--- config.mk ---
export PLATFORM = sky130hd
export DESIGN_NAME = antirrebote_multi
export DESIGN_NICKNAME = d
export VERILOG_FILES = /design/src/rtl/antirrebote_multi.sv
export SDC_FILE = /design/constraint.sdc
export NUM_CORES = 1
export LEC_CHECK = 0
export ABC_AREA = 0
export CAP_MARGIN = 20
export CORE_MARGIN = 1
export CORE_UTILIZATION = 50
export DETAILED_ROUTE_END_ITERATION = 10
export DONT_BUFFER_PORTS = 1
export GPL_ROUTABILITY_DRIVEN = 0
export GPL_TIMING_DRIVEN = 0
export HOLD_SLACK_MARGIN = 0.05
export MAX_ROUTING_LAYER = met4
export SYNTH_ARGS = -nofsm -noshare
export SYNTH_HDL_FRONTEND = slang
export SYNTH_SLANG_ARGS = --single-unit
--- constraint.sdc ---
create_clock -name clk -period 2.9 [get_ports clk]
set_clock_uncertainty 0.15 [all_clocks]
set_input_delay 0.87 -clock clk [delete_from_list [all_inputs] [get_ports clk]]
set_output_delay 0.87 -clock clk [all_outputs]
set_load 0.05 [all_outputs]
--- src/rtl/antirrebote_multi.sv ---
// antirrebote_multi: N-channel 2-FF synchroniser and stability-counter debouncer with edge strobes.
// Optional long-press detector compiled in by defining ANTIRREBOTE_PULSACION_LARGA_EN.
module antirrebote_multi #(
    parameter int unsigned N_CANALES      = 4,
    parameter int unsigned CICLOS_ESTABLE = 250000,
    parameter int unsigned CICLOS_LARGO   = 50000000
) (
    input  logic                 clk,
    input  logic                 rst,
    input  logic [N_CANALES-1:0] btn,
    output logic [N_CANALES-1:0] clean,
    output logic [N_CANALES-1:0] sube,
    output logic [N_CANALES-1:0] baja,
    output logic [N_CANALES-1:0] largo
);

    localparam int unsigned CICLOS_MAX = (CICLOS_ESTABLE > CICLOS_LARGO) ? CICLOS_ESTABLE : CICLOS_LARGO;
    localparam int unsigned ANCHO_CNT  = $clog2(CICLOS_MAX + 1);
    localparam logic [ANCHO_CNT-1:0] CNT_FIN = ANCHO_CNT'(CICLOS_ESTABLE - 1);

    logic [N_CANALES-1:0] s1;
    logic [N_CANALES-1:0] s2;
    logic [ANCHO_CNT-1:0] cnt [N_CANALES];

    // Synchroniser, stability counter and edge strobes; any agreement between s2 and clean restarts the count.
    always_ff @(posedge clk) begin
        if (rst) begin
            s1    <= '0;
            s2    <= '0;
            clean <= '0;
            sube  <= '0;
            baja  <= '0;
            for (int unsigned i = 0; i < N_CANALES; i++) begin
                cnt[i] <= '0;
            end
        end else begin
            s1 <= btn;
            s2 <= s1;
            for (int unsigned i = 0; i < N_CANALES; i++) begin
                sube[i] <= 1'b0;
                baja[i] <= 1'b0;
                if (s2[i] == clean[i]) begin
                    cnt[i] <= '0;
                end else if (cnt[i] == CNT_FIN) begin
                    clean[i] <= s2[i];
                    sube[i]  <= s2[i];
                    baja[i]  <= ~s2[i];
                    cnt[i]   <= '0;
                end else begin
                    cnt[i] <= cnt[i] + ANCHO_CNT'(1);
                end
            end
        end
    end

`ifdef ANTIRREBOTE_PULSACION_LARGA_EN
    localparam logic [ANCHO_CNT-1:0] LARGO_FIN = ANCHO_CNT'(CICLOS_LARGO);
    localparam logic [ANCHO_CNT-1:0] LARGO_PRE = ANCHO_CNT'(CICLOS_LARGO - 1);

    logic [ANCHO_CNT-1:0] cnt_largo [N_CANALES];

    // Saturating hold-time counter; saturation keeps largo to one pulse per press.
    always_ff @(posedge clk) begin
        if (rst) begin
            largo <= '0;
            for (int unsigned i = 0; i < N_CANALES; i++) begin
                cnt_largo[i] <= '0;
            end
        end else begin
            for (int unsigned i = 0; i < N_CANALES; i++) begin
                largo[i] <= 1'b0;
                if (!clean[i]) begin
                    cnt_largo[i] <= '0;
                end else if (cnt_largo[i] != LARGO_FIN) begin
                    cnt_largo[i] <= cnt_largo[i] + ANCHO_CNT'(1);
                    largo[i]     <= (cnt_largo[i] == LARGO_PRE);
                end
            end
        end
    end
`else
    assign largo = '0;
`endif

endmodule
==> metrics.yaml <==
setup_viol: 0
layout_commonest_cell: "conb_1"
synthCells: 649
gr-total-overflow: 0
cpMaxStageDelayCell: "clkbuf_1"
worstPathMaxFanout: 10
dpl_cell_area_um2: 7366
synthArstFlopShare_pct: 0
status: "completed"
drv_cap: 0
start_util_pct: 51.16
drt_iter0_drc: 301
htreeDepth: 4
p_per_area_nw_per_um2: 524.4
max_stage_delay_ns: 0.43
slew_violations: 0
grt_pass1_wl_um: 23000
grt_pass1_vias: 4944
fin_setup_tns_ns: 0
period_minus_slack_ns: 2.679
arrival_ns: 2.67
crit_path_cell_trace: "ha_1, and3_1, clkbuf_1, nand4_1, o21ai_2, clkbuf_1, nor2_1"
synth_compound_area_share_pct: 9.994
syn_to_final_growth_pct: 17.23
io_pins: 22
p_int_mw: 3.262
switchingPower_mw: 0.8862
synth_cell_types: 46
antenna_found_initial: 3
min_period_over_period_pct: 92.38
cp-start-kind: "register"
synthMuxAreaShare_pct: 0.1483
p_sw_share_pct: 21.36
busiest_layer: "met2"
fmax_mhz: 373.3
cts-hold-fix-buffers: 0
tightest_slew_ns: 0.6528
num_rows: 42
vias_per_cell: 5.390
numPortBuffers: 0
fin_ws_ns: 0.2211
cp.buffers_inverters: 2
synth.yosys.seq_area_share_pct: 52.22
synth_seq_cells: 124
ant_nets: 0
layout_common_cells: "conb_1 (108), edfxtp_1 (104), nor2_1 (63)"
vdd_drop_max_mv: 0.3264
final_area_um2: 7910
hp-class: "reg -> reg"
synthAdderAreaFrac_pct: 0.7417
drt-pass1-iter-count: 4
track_usage_pct: 21.40
crit_path_end_kind: "register"
cp_top_family: "buffers and inverters"
post_drt_wl_per_cell_um: 13.88
clock_sinks: 124
die_h_um: 118.2
clock_latency_ns: 0.41
dieWidth_um: 118.2
use_met3_pct: 6.467
synthSimpleGateAreaFrac_pct: 27.26
power_frac_comb_pct: 3.9
criticalPathCategory: "reg -> reg"
die-area_um2: 13960
synth_xor_area_share_pct: 6.360
synth_top_family_by_area: "simple AND/OR/NAND/NOR gates"
slew_headroom_pct: 56.42
seqPwrFrac_pct: 50.2
power_leakage_nw: 2.561
synth_area_um2: 6748
synthFlopType: "edfxtp_1"
finalHoldViolations: 0
pre_cts_slack_ns: 0.04130
drive_gt1_share_pct: 8.386
grt_util_met1_pct: 26.03
grt_max_degree: 17
power_frac_clock_pct: 45.9
clockBufferDepth: 2
wirelength_um: 13410
cts_tree: "yes"
syn_avg_cell_area_um2: 10.40
fin_nets: 784
dpl.hpwl_um: 9775
drc: 0
cts_resized: 0
rsz0062_at_grt: "no"
grtUsageMet2_pct: 33.75
yosysWarnings: 0
cp_common_cell: "clkbuf_1"
post_cts_buffers: 0
routed-via-count: 5207
required_ns: 2.90
numCtsBuffers: 17
fillers: 1153
cts_root_buf: "clkbuf_16"
clkTransAtPathRegs_ns: 0.05
synth_enable_flop_cells: 104
fp.coreArea_um2: 13190
cells by family after synthesis:
kind of cell | after synthesis
compound gates | 110
other cells | 2
simple gates | 315
fa+ha+maj | 4
buf+inv | 44
mux | 1
flops | 124
xor+xnor | 49
path summary, 6_finish.rpt:
path                                               from                 endpoint  slack [ns]  depth (start not counted)
worst max-delay path            cnt[2][0]$_SDFFCE_PN0P_  cnt[2][3]$_SDFFCE_PN0P_        0.22                          7
worst min-delay path                   s1[3]$_SDFF_PP0_         s2[3]$_SDFF_PP0_        0.28                          1
worst max register to register  cnt[2][0]$_SDFFCE_PN0P_  cnt[2][3]$_SDFFCE_PN0P_        0.22                          7
worst min register to register         s1[3]$_SDFF_PP0_         s2[3]$_SDFF_PP0_        0.28                          1
registers in the layout, summed over array words and instances (netlist names):
name / cells
clean: 4
s2: 4
sube: 4
baja: 4
cnt: 104
s1: 4
area by class of cell:
class	instances	area (µm²)	share of cell area, %
clock inverters	2	8.758	0.1107
well taps	176	220.2	2.784
flip-flops and latches	124	3523	44.54
inverters	13	48.80	0.6169
plain buffers	31	165.2	2.088
diodes	3	7.507	0.09491
multi-input cells	587	3412	43.14
clock buffers	30	524.3	6.628
synthesized netlist by cell type, types with 2 or more instances:
library cell  instances  share of area [%]
inv_1                13               0.72
buf_6                 3               0.50
xor2_1               18                2.3
nand2b_1              4               0.37
a21oi_2               8                1.0
nand4_1              32                3.0
edfxtp_1            104                 46
nor2b_1               8               0.74
nor4bb_1              4               0.59
clkbuf_1             17               0.95
and3_1               11                1.0
nor4b_1               5               0.65
and4_1               10                1.3
buf_4                 5               0.56
o21ai_0              27                2.0
a21oi_1              45                3.3
buf_2                 6               0.45
nor3_1                9               0.67
o21ai_1               2               0.15
nor4_1               16                1.5
or2_2                 2               0.19
or4b_1                2               0.30
xnor2_1              31                4.0
nor3_2                2               0.30
or3_1                28                2.6
ha_1                  4               0.74
or4_4                 5               0.83
nand3_2               2               0.30
nor2_2                4               0.37
dfxtp_1              20                5.9
o31ai_1              25                2.8
and2_1                4               0.37
or4_1                32                3.6
nand2_1              30                1.7
nor2_1               63                3.5
nand3_1              37                2.7
conb_1                2               0.11
metal layers:
metal | routed length [µm] | vias up
li1 | - | 2649
met2 | 6393 | 90
met4 | 191 | 0
met5 | 0 | -
met1 | 6183 | 2451
met3 | 643 | 17
power groups by stage:
stage          registers [mW]  clock network, mW  logic [mW]
2_1_floorplan            2.09                  0       0.137
3_3_place_gp             2.11                  0       0.155
3_5_place_dp             2.12                  0       0.157
4_1_cts                  2.08               1.94       0.158
5_1_grt                  2.09               2.03       0.186
6_report                 2.08               1.90       0.162
metrics by stage:
step	cells	hold slack [ns]	power (mW)	utilization, %
after CTS	963	0.2858	4.178	59.88
final	966	0.2819	4.148	59.97
after detailed placement	931	0.2796	2.273	55.84
after global routing	966	0.3158	4.306	59.97
after global placement	931	0.2697	2.266	55.84
after floorplan	755	0.2638	2.228	-
No activity file was read; power rests on OpenSTA's default activity.
==> RTL edit (same flow settings) <==
Add an input register stage for `btn`; this delays it by one clock.
--- a/src/rtl/antirrebote_multi.sv
+++ b/src/rtl/antirrebote_multi.sv
@@ -19,4 +19,10 @@
     localparam logic [ANCHO_CNT-1:0] CNT_FIN = ANCHO_CNT'(CICLOS_ESTABLE - 1);
 
+    logic [N_CANALES-1:0] btn_q;
+
+    always_ff @(posedge clk) begin
+        btn_q <= btn;
+    end
+
     logic [N_CANALES-1:0] s1;
     logic [N_CANALES-1:0] s2;
@@ -35,5 +41,5 @@
             end
         end else begin
-            s1 <= btn;
+            s1 <= btn_q;
             s2 <= s1;
             for (int unsigned i = 0; i < N_CANALES; i++) begin
Check against the original RTL: same outputs for any inputs over 10 cycles, from zero or initial values and one cycle with rst high; that may be too few to reach the edited logic, so the function may still have changed.
==> RTL edit against the unedited design <==
- power increased by 2.0%
- cell count down 1.4%
- wire length down 4.2%
- final area shrank 1.6%
- synthesized area decreased by 1.7%
- worst setup slack better by 0.024 ns
- sequential cell count grew 4
- highest routed layer unchanged
- core utilization increased by 0.97 points
==> RTL edit: results (changes against the unedited design) <==
global_route:
  vias_in_the_first_global_route: 4607  # was 4944
  initial_antenna_violation_count: 0  # was 3
  global_route_wire_length_before_repair_um: 21870  # was 23000 um
  grtUsageTotal_pct: 21.54  # was 21.40%
cells_and_area:
  antennaDiodeCount: 0  # was 3
  fillCellCount: 1142  # was 1153
  post_route_cells_drive_above_1_share_pct: 6.795  # was 8.386%
outcome:
  outcome: "finished clean"  # unchanged
place:
  detailed_place_hpwl_um: 9283  # was 9775 um
yosys:
  post_synth_main_area_contributors: "sky130_fd_sc_hd__edfxtp_1 47%, sky130_fd_sc_hd__dfxtp_1 7.2%, sky130_fd_sc_hd__xnor2_1 4.8%, sky130_fd_sc_hd__nor2_1 3.9%, sky130_fd_sc_hd__a21oi_1 3.8%"  # was sky130_fd_sc_hd__edfxtp_1 46%, sky130_fd_sc_hd__dfxtp_1 5.9%, sky130_fd_sc_hd__xnor2_1 4.0%, sky130_fd_sc_hd__or4_1 3.6%, sky130_fd_sc_hd__nor2_1 3.5%
  synth_common_cells: "104 x sky130_fd_sc_hd__edfxtp_1, 69 x sky130_fd_sc_hd__nor2_1, 50 x sky130_fd_sc_hd__a21oi_1"  # was 104 x sky130_fd_sc_hd__edfxtp_1, 63 x sky130_fd_sc_hd__nor2_1, 45 x sky130_fd_sc_hd__a21oi_1
  synth-seq-area-share_pct: 54.31  # was 52.22%
  post_synth_num_cell_types: 41  # was 46
setup_path:
  worst_r2r_path_depth: 5  # was 7
  reg2reg_from: "cnt[1][11]"  # was cnt[2][0]
  r2r_setup_slack_ns: 0.25  # was 0.22 ns
  critical_register_to_register_path_endpoint: "cnt[1][8]"  # was cnt[2][3]
  crit_path_max_incr_delay_ns: 0.52  # was 0.43 ns
  cp_max_fo: 10  # unchanged
  cp_max_delay_cell: "sky130_fd_sc_hd__nor4_1"  # was sky130_fd_sc_hd__clkbuf_1
drt:
  drt_pre_antenna_iters: 5  # was 4
  dr.first_iter.drc_count: 333  # was 301
hold_path:
  holdPathStages: 1  # unchanged
sta:
  tightest_slew_ns: 0.6287  # was 0.6528 ns
pwr:
  max-vdd-ir-drop_uv: 401.0  # was 326.4 uV
  cellLeakagePower_nw: 2.588  # was 2.561 nW
==> RTL edit: cell types whose count changed after synthesis, moves of 8 or more <==
cell                      delta
sky130_fd_sc_hd__nand3_1    -11
sky130_fd_sc_hd__inv_1       +9
sky130_fd_sc_hd__o21ai_0     +8
sky130_fd_sc_hd__a21oi_2     -8
sky130_fd_sc_hd__o31ai_1    -13
sky130_fd_sc_hd__or4_1      -12
==> RTL edit: layout make-up <==
class                      count  area, um^2  share of cell area, %
buffer                        27       131.4                  1.688
tap                          172       215.2                  2.765
sequential                   128        3603                  46.29
inverter                      22       82.58                  1.061
multi-input combinational    571        3217                  41.33
clock inverter                 8       62.56                 0.8037
clock buffer                  24       471.7                  6.060
==> RTL edit: per-layer routing <==
metal / share of wire (%) / wire, um / vias to the layer above / track usage, %
li1: - / - / 2566 / -
met1: 49 / 6269 / 2413 / 28.16
met5: 0 / 0 / - / -
met4: 1.9 / 239 / 0 / 10.04
met2: 46 / 5912 / 86 / 31.53
met3: 3.3 / 429 / 20 / 5.252
==> RTL edit: metrics by stage <==
step,hold WS (ns),instance area [um^2],std cells,utilization (%),worst slack (ns)
6_report,0.2827,7784,952,60.94,0.2454
5_1_grt,0.3050,7784,952,60.94,0.02758
4_1_cts,0.2861,7782,952,60.93,0.2212
3_5_place_dp,0.2746,7248,920,56.74,0.2511
3_3_place_gp,0.2713,7248,920,56.74,0.2803
2_1_floorplan,0.2638,7033,748,-,0.6480
==> RTL edit: worst max path at each step <==
stage,cells after the start,slack (ns),start,end
after floorplan,5,0.65,cnt[0][22],cnt[0][25]
after global placement,5,0.28,cnt[1][11],cnt[1][4]
after detailed placement,5,0.25,cnt[1][11],cnt[1][25]
after CTS,5,0.22,cnt[1][11],cnt[1][25]
after global routing,5,0.03,cnt[1][11],cnt[1][13]
final,5,0.25,cnt[1][11],cnt[1][8]
==> RTL edit: critical path: cells and delay by family (launching register included) <==
family	cells	cell delay [ns]
compound gates	1	0.46
buf+inv	1	0.46
flops	1	0.47
simple gates	3	0.85
==> RTL edit: power groups by stage <==
stage	sequential, mW	combinational (mW)	clock, mW
after global routing	2.15	0.177	2.07
after floorplan	2.15	0.129	0
final	2.14	0.154	1.94
after CTS	2.14	0.151	1.98
after global placement	2.17	0.147	0
after detailed placement	2.17	0.149	0
==> RTL edit: kinds of logic after synthesis <==
logic type      share of synthesized area, %
flops                                  54.31
compound gates                         8.373
other cells                           0.1132
buf+inv                                3.206
fa+ha+maj                             0.7543
xor+xnor                               6.996
mux                                   0.1509
simple gates                           26.10
